$ cat src/rtl/tap_report_scheduler.sv
// Round-robin collector of checker verdicts into a one-deep record slot, numbering each
// accepted verdict TAP-style (1, 2, 3, ...) and closing the run with a "1..N" plan record.
module tap_report_scheduler #(
  parameter int NUM_REQ   = 4,
  parameter int IDX_WIDTH = 16,
  parameter int MSG_WIDTH = 8
) (
  input  logic                         clk,
  input  logic                         reset_n,
  input  logic [NUM_REQ-1:0]           req_valid,
  input  logic [NUM_REQ-1:0]           req_pass,
  input  logic [NUM_REQ*MSG_WIDTH-1:0] req_msg,
  output logic [NUM_REQ-1:0]           req_ready,
  input  logic                         finish_req,
  output logic                         out_valid,
  input  logic                         out_ready,
  output logic [1:0]                   out_kind,
  output logic [IDX_WIDTH-1:0]         out_index,
  output logic [MSG_WIDTH-1:0]         out_msg,
  output logic [IDX_WIDTH-1:0]         pass_count,
  output logic [IDX_WIDTH-1:0]         fail_count,
  output logic                         overflow,
  output logic                         done
);

  localparam int PTR_W = $clog2(NUM_REQ);
  localparam logic [IDX_WIDTH-1:0] IDX_MAX   = '1;
  localparam logic [1:0]           KIND_OK   = 2'd0;
  localparam logic [1:0]           KIND_NOK  = 2'd1;
  localparam logic [1:0]           KIND_PLAN = 2'd2;

  typedef enum logic [1:0] {S_RUN, S_PLAN, S_DONE} state_t;

  state_t               state_q, state_d;
  logic [PTR_W-1:0]     rr_q, rr_d;
  logic [IDX_WIDTH-1:0] idx_q, idx_d;
  logic [IDX_WIDTH-1:0] pass_q, pass_d;
  logic [IDX_WIDTH-1:0] fail_q, fail_d;
  logic                 overflow_q, overflow_d;
  logic                 done_q, done_d;
  logic                 out_valid_q, out_valid_d;
  logic [1:0]           out_kind_q, out_kind_d;
  logic [IDX_WIDTH-1:0] out_index_q, out_index_d;
  logic [MSG_WIDTH-1:0] out_msg_q, out_msg_d;

  logic                 slot_free;
  logic                 found;
  logic [PTR_W-1:0]     gnt_idx;
  int                   cand;

  // Arbiter: first valid requester at or after the round-robin pointer, wrapping around.
  // NOTE: every combinational output gets a default before any branch, so no latch is inferred.
  always_comb begin
    slot_free = !out_valid_q || out_ready;
    found     = 1'b0;
    gnt_idx   = '0;
    cand      = 0;
    req_ready = '0;
    if (state_q == S_RUN && slot_free) begin
      for (int k = 0; k < NUM_REQ; k++) begin
        cand = int'(rr_q) + k;
        if (cand >= NUM_REQ) cand = cand - NUM_REQ;
        if (!found && req_valid[cand]) begin
          found   = 1'b1;
          gnt_idx = PTR_W'(cand);
        end
      end
    end
    if (found) req_ready[gnt_idx] = 1'b1;
  end

  always_comb begin
    state_d     = state_q;
    rr_d        = rr_q;
    idx_d       = idx_q;
    pass_d      = pass_q;
    fail_d      = fail_q;
    overflow_d  = overflow_q;
    done_d      = done_q;
    out_valid_d = out_valid_q && !out_ready;
    out_kind_d  = out_kind_q;
    out_index_d = out_index_q;
    out_msg_d   = out_msg_q;
    unique case (state_q)
      S_RUN: begin
        if (found) begin
          out_valid_d = 1'b1;
          out_kind_d  = req_pass[gnt_idx] ? KIND_OK : KIND_NOK;
          out_msg_d   = req_msg[int'(gnt_idx)*MSG_WIDTH +: MSG_WIDTH];
          // A saturated index keeps repeating and flags overflow instead of wrapping.
          if (idx_q == IDX_MAX) begin
            overflow_d  = 1'b1;
            out_index_d = IDX_MAX;
          end else begin
            idx_d       = idx_q + 1'b1;
            out_index_d = idx_q + 1'b1;
          end
          if (req_pass[gnt_idx]) begin
            if (pass_q != IDX_MAX) pass_d = pass_q + 1'b1;
          end else begin
            if (fail_q != IDX_MAX) fail_d = fail_q + 1'b1;
          end
          rr_d = (gnt_idx == PTR_W'(NUM_REQ - 1)) ? '0 : gnt_idx + PTR_W'(1);
        end
        if (finish_req) state_d = S_PLAN;
      end
      S_PLAN: begin
        if (slot_free) begin
          out_valid_d = 1'b1;
          out_kind_d  = KIND_PLAN;
          out_index_d = idx_q;
          out_msg_d   = '0;
          state_d     = S_DONE;
        end
      end
      S_DONE: begin
        // Only the plan record can occupy the slot here, so any handshake is its acceptance.
        if (out_valid_q && out_ready) done_d = 1'b1;
      end
      default: state_d = S_RUN;
    endcase
  end

  // NOTE: sequential state uses non-blocking assignments so all registers update together.
  always_ff @(posedge clk) begin
    if (!reset_n) begin
      state_q     <= S_RUN;
      rr_q        <= '0;
      idx_q       <= '0;
      pass_q      <= '0;
      fail_q      <= '0;
      overflow_q  <= 1'b0;
      done_q      <= 1'b0;
      out_valid_q <= 1'b0;
      out_kind_q  <= '0;
      out_index_q <= '0;
      out_msg_q   <= '0;
    end else begin
      state_q     <= state_d;
      rr_q        <= rr_d;
      idx_q       <= idx_d;
      pass_q      <= pass_d;
      fail_q      <= fail_d;
      overflow_q  <= overflow_d;
      done_q      <= done_d;
      out_valid_q <= out_valid_d;
      out_kind_q  <= out_kind_d;
      out_index_q <= out_index_d;
      out_msg_q   <= out_msg_d;
    end
  end

  assign out_valid  = out_valid_q;
  assign out_kind   = out_kind_q;
  assign out_index  = out_index_q;
  assign out_msg    = out_msg_q;
  assign pass_count = pass_q;
  assign fail_count = fail_q;
  assign overflow   = overflow_q;
  assign done       = done_q;

endmodule

$ cat config.mk
export PLATFORM = sky130hd
export DESIGN_NAME = tap_report_scheduler
export DESIGN_NICKNAME = d
export VERILOG_FILES = /design/src/rtl/tap_report_scheduler.sv
export SDC_FILE = /design/constraint.sdc
export NUM_CORES = 1
export LEC_CHECK = 0
export CORE_UTILIZATION = 47
export DETAILED_ROUTE_END_ITERATION = 12
export PLACE_DENSITY = 0.85
export SYNTH_ARGS = -nofsm -noshare
export SYNTH_HDL_FRONTEND = slang
export SYNTH_SLANG_ARGS = --single-unit
$ cat constraint.sdc
create_clock -name clk -period 3.7 [get_ports clk]
set_input_delay 0.555 -clock clk [delete_from_list [all_inputs] [get_ports clk]]
set_output_delay 0.555 -clock clk [all_outputs]
set_load 0.02 [all_outputs]
==> key figures <==
Timing
  • Final Skew: roughly 0.0087 ns
  • Least-Margin Pin Slew: 0.7449 ns
  • Total negative slack: 0 ns
  • Max-slew violations: 0
  • Tmin final: 3.512 ns
  • Final Hold Viols: 0
  • Final setup viols: 0
  • Max transition margin: 0.5016
  • Final worst-path cycle share: 0.9491
  • RSZ-0062 raised after global routing: no
  • Fmax: around 280 MHz

Route
  • Initial DRC Count: about 130
  • Routed vias: around 4200
  • Pre-Repair DR Iteration Count: 5
  • Via-per-instance ratio: 5.686
  • Post-route DRC: 0
  • Avg WL per Cell: between 10 and 15 um
  • Antenna viol nets, final: 0
  • Routed wire length: between 10000 and 15000 um

Final layout
  • Core Util, Final: 0.6515
  • # fillers: 724
  • Ant diodes: 0
  • Synthesis-to-layout area growth: 33.99%
  • Layout cell share with drive strength beyond 1: 0.07051
  • Non-Filler Instances: 732
  • Multi-input logic area: around 2500 um2
  • Final Cell Area: ~5700 um2
  • FF+latch area: about 1600 um2
  • Fin nets: 670

Worst setup path
  • Startpoint types: primary input
  • R2R cell count: 8
  • WS Path Type: primary input to output port
  • RR Startpoint: state_q[0]$_SDFFE_PN0P_
  • Worst EP arrival: 2.96 ns
  • Most common cell on crit path: clkdlybuf4s50_1
  • CP Data Required Time: 3.14 ns
  • Crit-path max cell delay: 0.55 ns
  • Worst-path fanout max: 6
  • Bufs and invs on worst path: 4
  • Crit-path leading delay family: buffers and inverters
  • Worst Setup End Kind: output port
  • Crit path depth: 9
  • Slowest cell on crit path: clkdlybuf4s50_1
  • Critical-path cell list: clkdlybuf4s50_1, nor4_1, or4_1, nor3_1, buf_4, inv_1, ha_1, and3_1, clkdlybuf4s50_1
  • Origin of the worst setup path: req_valid[3]

GRT
  • Largest net degree at the start of global routing: between 60 and 70
  • Initial antenna violation count: 0
  • First-pass GRT wire length: roughly 18000 um
  • Vias in the first global route: slightly below 4000
  • Grt ovf: 0
  • GRT Total Usage: 0.2283

Synthesis
  • Synthesis Warnings: 0
  • Syn nets: about 560
  • Synth top area share: 0.3824
  • Seq/Total Area, Yosys: 0.3824
  • EDFF count, synth: 0
  • Register bit total from synthesis: 81
  • Top post-synthesis cells by area: dfxtp_1 38%, mux2i_1 8.5%, a21oi_1 5.3%, nand2_1 4.5%, nor2_1 4.5%
  • Post-synthesis cell type count: 59
  • Mapped cell area: about 4200 um2
  • FFs w/ async S/R, synth: 0
  • Top FF cell, synth: dfxtp_1
  • Cells after Synth: ~500
  • Mean post-synth cell area: 8.397 um2
  • Top-count cell post-synth: dfxtp_1
  • Commonest cells in the netlist: 81 x dfxtp_1, 51 x nand2_1, 51 x nor2_1
  • Yosys top cell by area: dfxtp_1

Clock tree
  • CTS HTree Levels: 3
  • Register clock-pin slew on the reported worst setup and hold paths: 0.08 ns
  • Root buf cell: clkbuf_8
  • CTS Buffer Depth: 2
  • Worst-Skew Late Latency: about 0.36 ns
  • TritonCTS clock tree: yes
  • Clock Sinks: 81
  • Hold Buf Count CTS: 0
  • CTS Buf Count: 9

Placed design
  • IO Port Bufs: 108
  • Post-detail-place hpwl: ~8000 um
  • Placed insts: just over 700
  • Post-Place Cell Area: 5498 um2
  • Gp weighted congestion: about 0.86

Hold path
  • Worst Hold Launch: out_index[15]$_SDFFE_PN0P_
  • Hold depth: 2
  • HP Class: register to register

Die
  • Cell Rows: 34
  • CORE AREA: between 8000 and 9000 um2
  • Number of top-level pins: 109
  • Die area: ~9400 um2
  • Die X: 96.99 um
  • Initial core utilization: 0.4862
  • Die height: 96.99 um

Pwr
  • Pwr dens: around 370 nW/um2
  • Leakage: between 2 and 2.5 nW
  • Peak VDD IR: approximately 0.25 mV
  • Total Power: 2.103 mW

Outcome
  • Outcome: complete, no violations

Run
  • Max_cap viols: 0
## flip-flops by register name, summed over array words and instances (netlist names)
signal	count
done	1
fail_count	16
idx_q	16
out_index	16
out_kind	2
out_msg	8
out_valid	1
overflow	1
pass_count	16
rr_q	2
state_q	2
## power by group
group          total, mW  internal [mW]  switching (mW)
logic              0.550          0.257           0.293
clock network      0.598          0.277           0.321
registers          0.955          0.913          0.0420
## timing repair
action | in CTS | in global routing
buffers inserted | 0 | 0
resized for setup | 0 | 1
endpoints found under the setup margin | 0 | 1
## metal layers
metal | up-vias | part of all wire | global-route usage
li1 | 2060 | - | -
met1 | 1962 | 0.44 | 0.2708
met2 | 116 | 0.49 | 0.3971
met3 | 24 | 0.042 | 0.05419
met4 | 0 | 0.025 | 0.08726
met5 | - | 0 | 0
## cell usage in the layout (no fill, tap or decap), types with 4 or more instances in the layout
cell type	Yosys	final
or3_1	13	13
and3_1	18	18
mux2i_1	36	36
o21a_1	4	4
ha_1	7	7
a22o_1	8	8
or4_1	4	4
nand3_1	21	21
clkbuf_8	0	11
nand4_1	7	7
xor2_1	13	13
a311oi_1	5	5
a21oi_1	45	45
nand2b_1	11	11
inv_1	8	8
nor3_1	9	9
and2_1	7	7
and4_1	7	7
o21ai_0	21	21
clkdlybuf4s50_1	0	107
o31ai_1	4	4
a31oi_1	5	5
dfxtp_1	81	81
xnor2_1	6	6
nor2_1	51	51
buf_4	1	17
nand2_1	51	51
## cells by family after synthesis
group,share of synthesized area
xor+xnor,0.03924
fa+ha+maj,0.02065
flops,0.3824
buf+inv,0.03069
mux,0.08498
simple gates,0.2650
compound gates,0.1770
## stage by stage
step	hold slack, ns	worst slack [ns]
finish	0.4525	0.1883
global route	0.4844	0.04013
CTS	0.4539	0.1547
detailed placement	0.4434	0.1648
global placement	0.4395	0.2370
floorplan	0.4937	0.7229
## area by class of cell
cell class	instances	area share
Timing Repair Buffer	125	0.2132
Clock inverter	5	0.005285
Multi-Input combinational cell	393	0.4398
Sequential cell	81	0.2854
Tap cell	108	0.02378
Clock buffer	11	0.02665
Inverter	9	0.005946
## worst reg2reg max path: cells and delay by family (launching register included)
kind	cells	cell delay [ns]
simple gates	3	1.34
compound gates	3	0.45
flops	1	0.41
buf+inv	2	0.40
## worst paths after layout
check / slack [ns] / end
setup / recovery: 0.19 / req_ready[0]
hold / removal: 0.45 / out_index[15]$_SDFFE_PN0P_
setup reg to reg: 1.03 / pass_count[5]$_SDFFE_PN0P_
hold reg to reg: 0.45 / out_index[15]$_SDFFE_PN0P_
(Power assumes the default switching activity.)
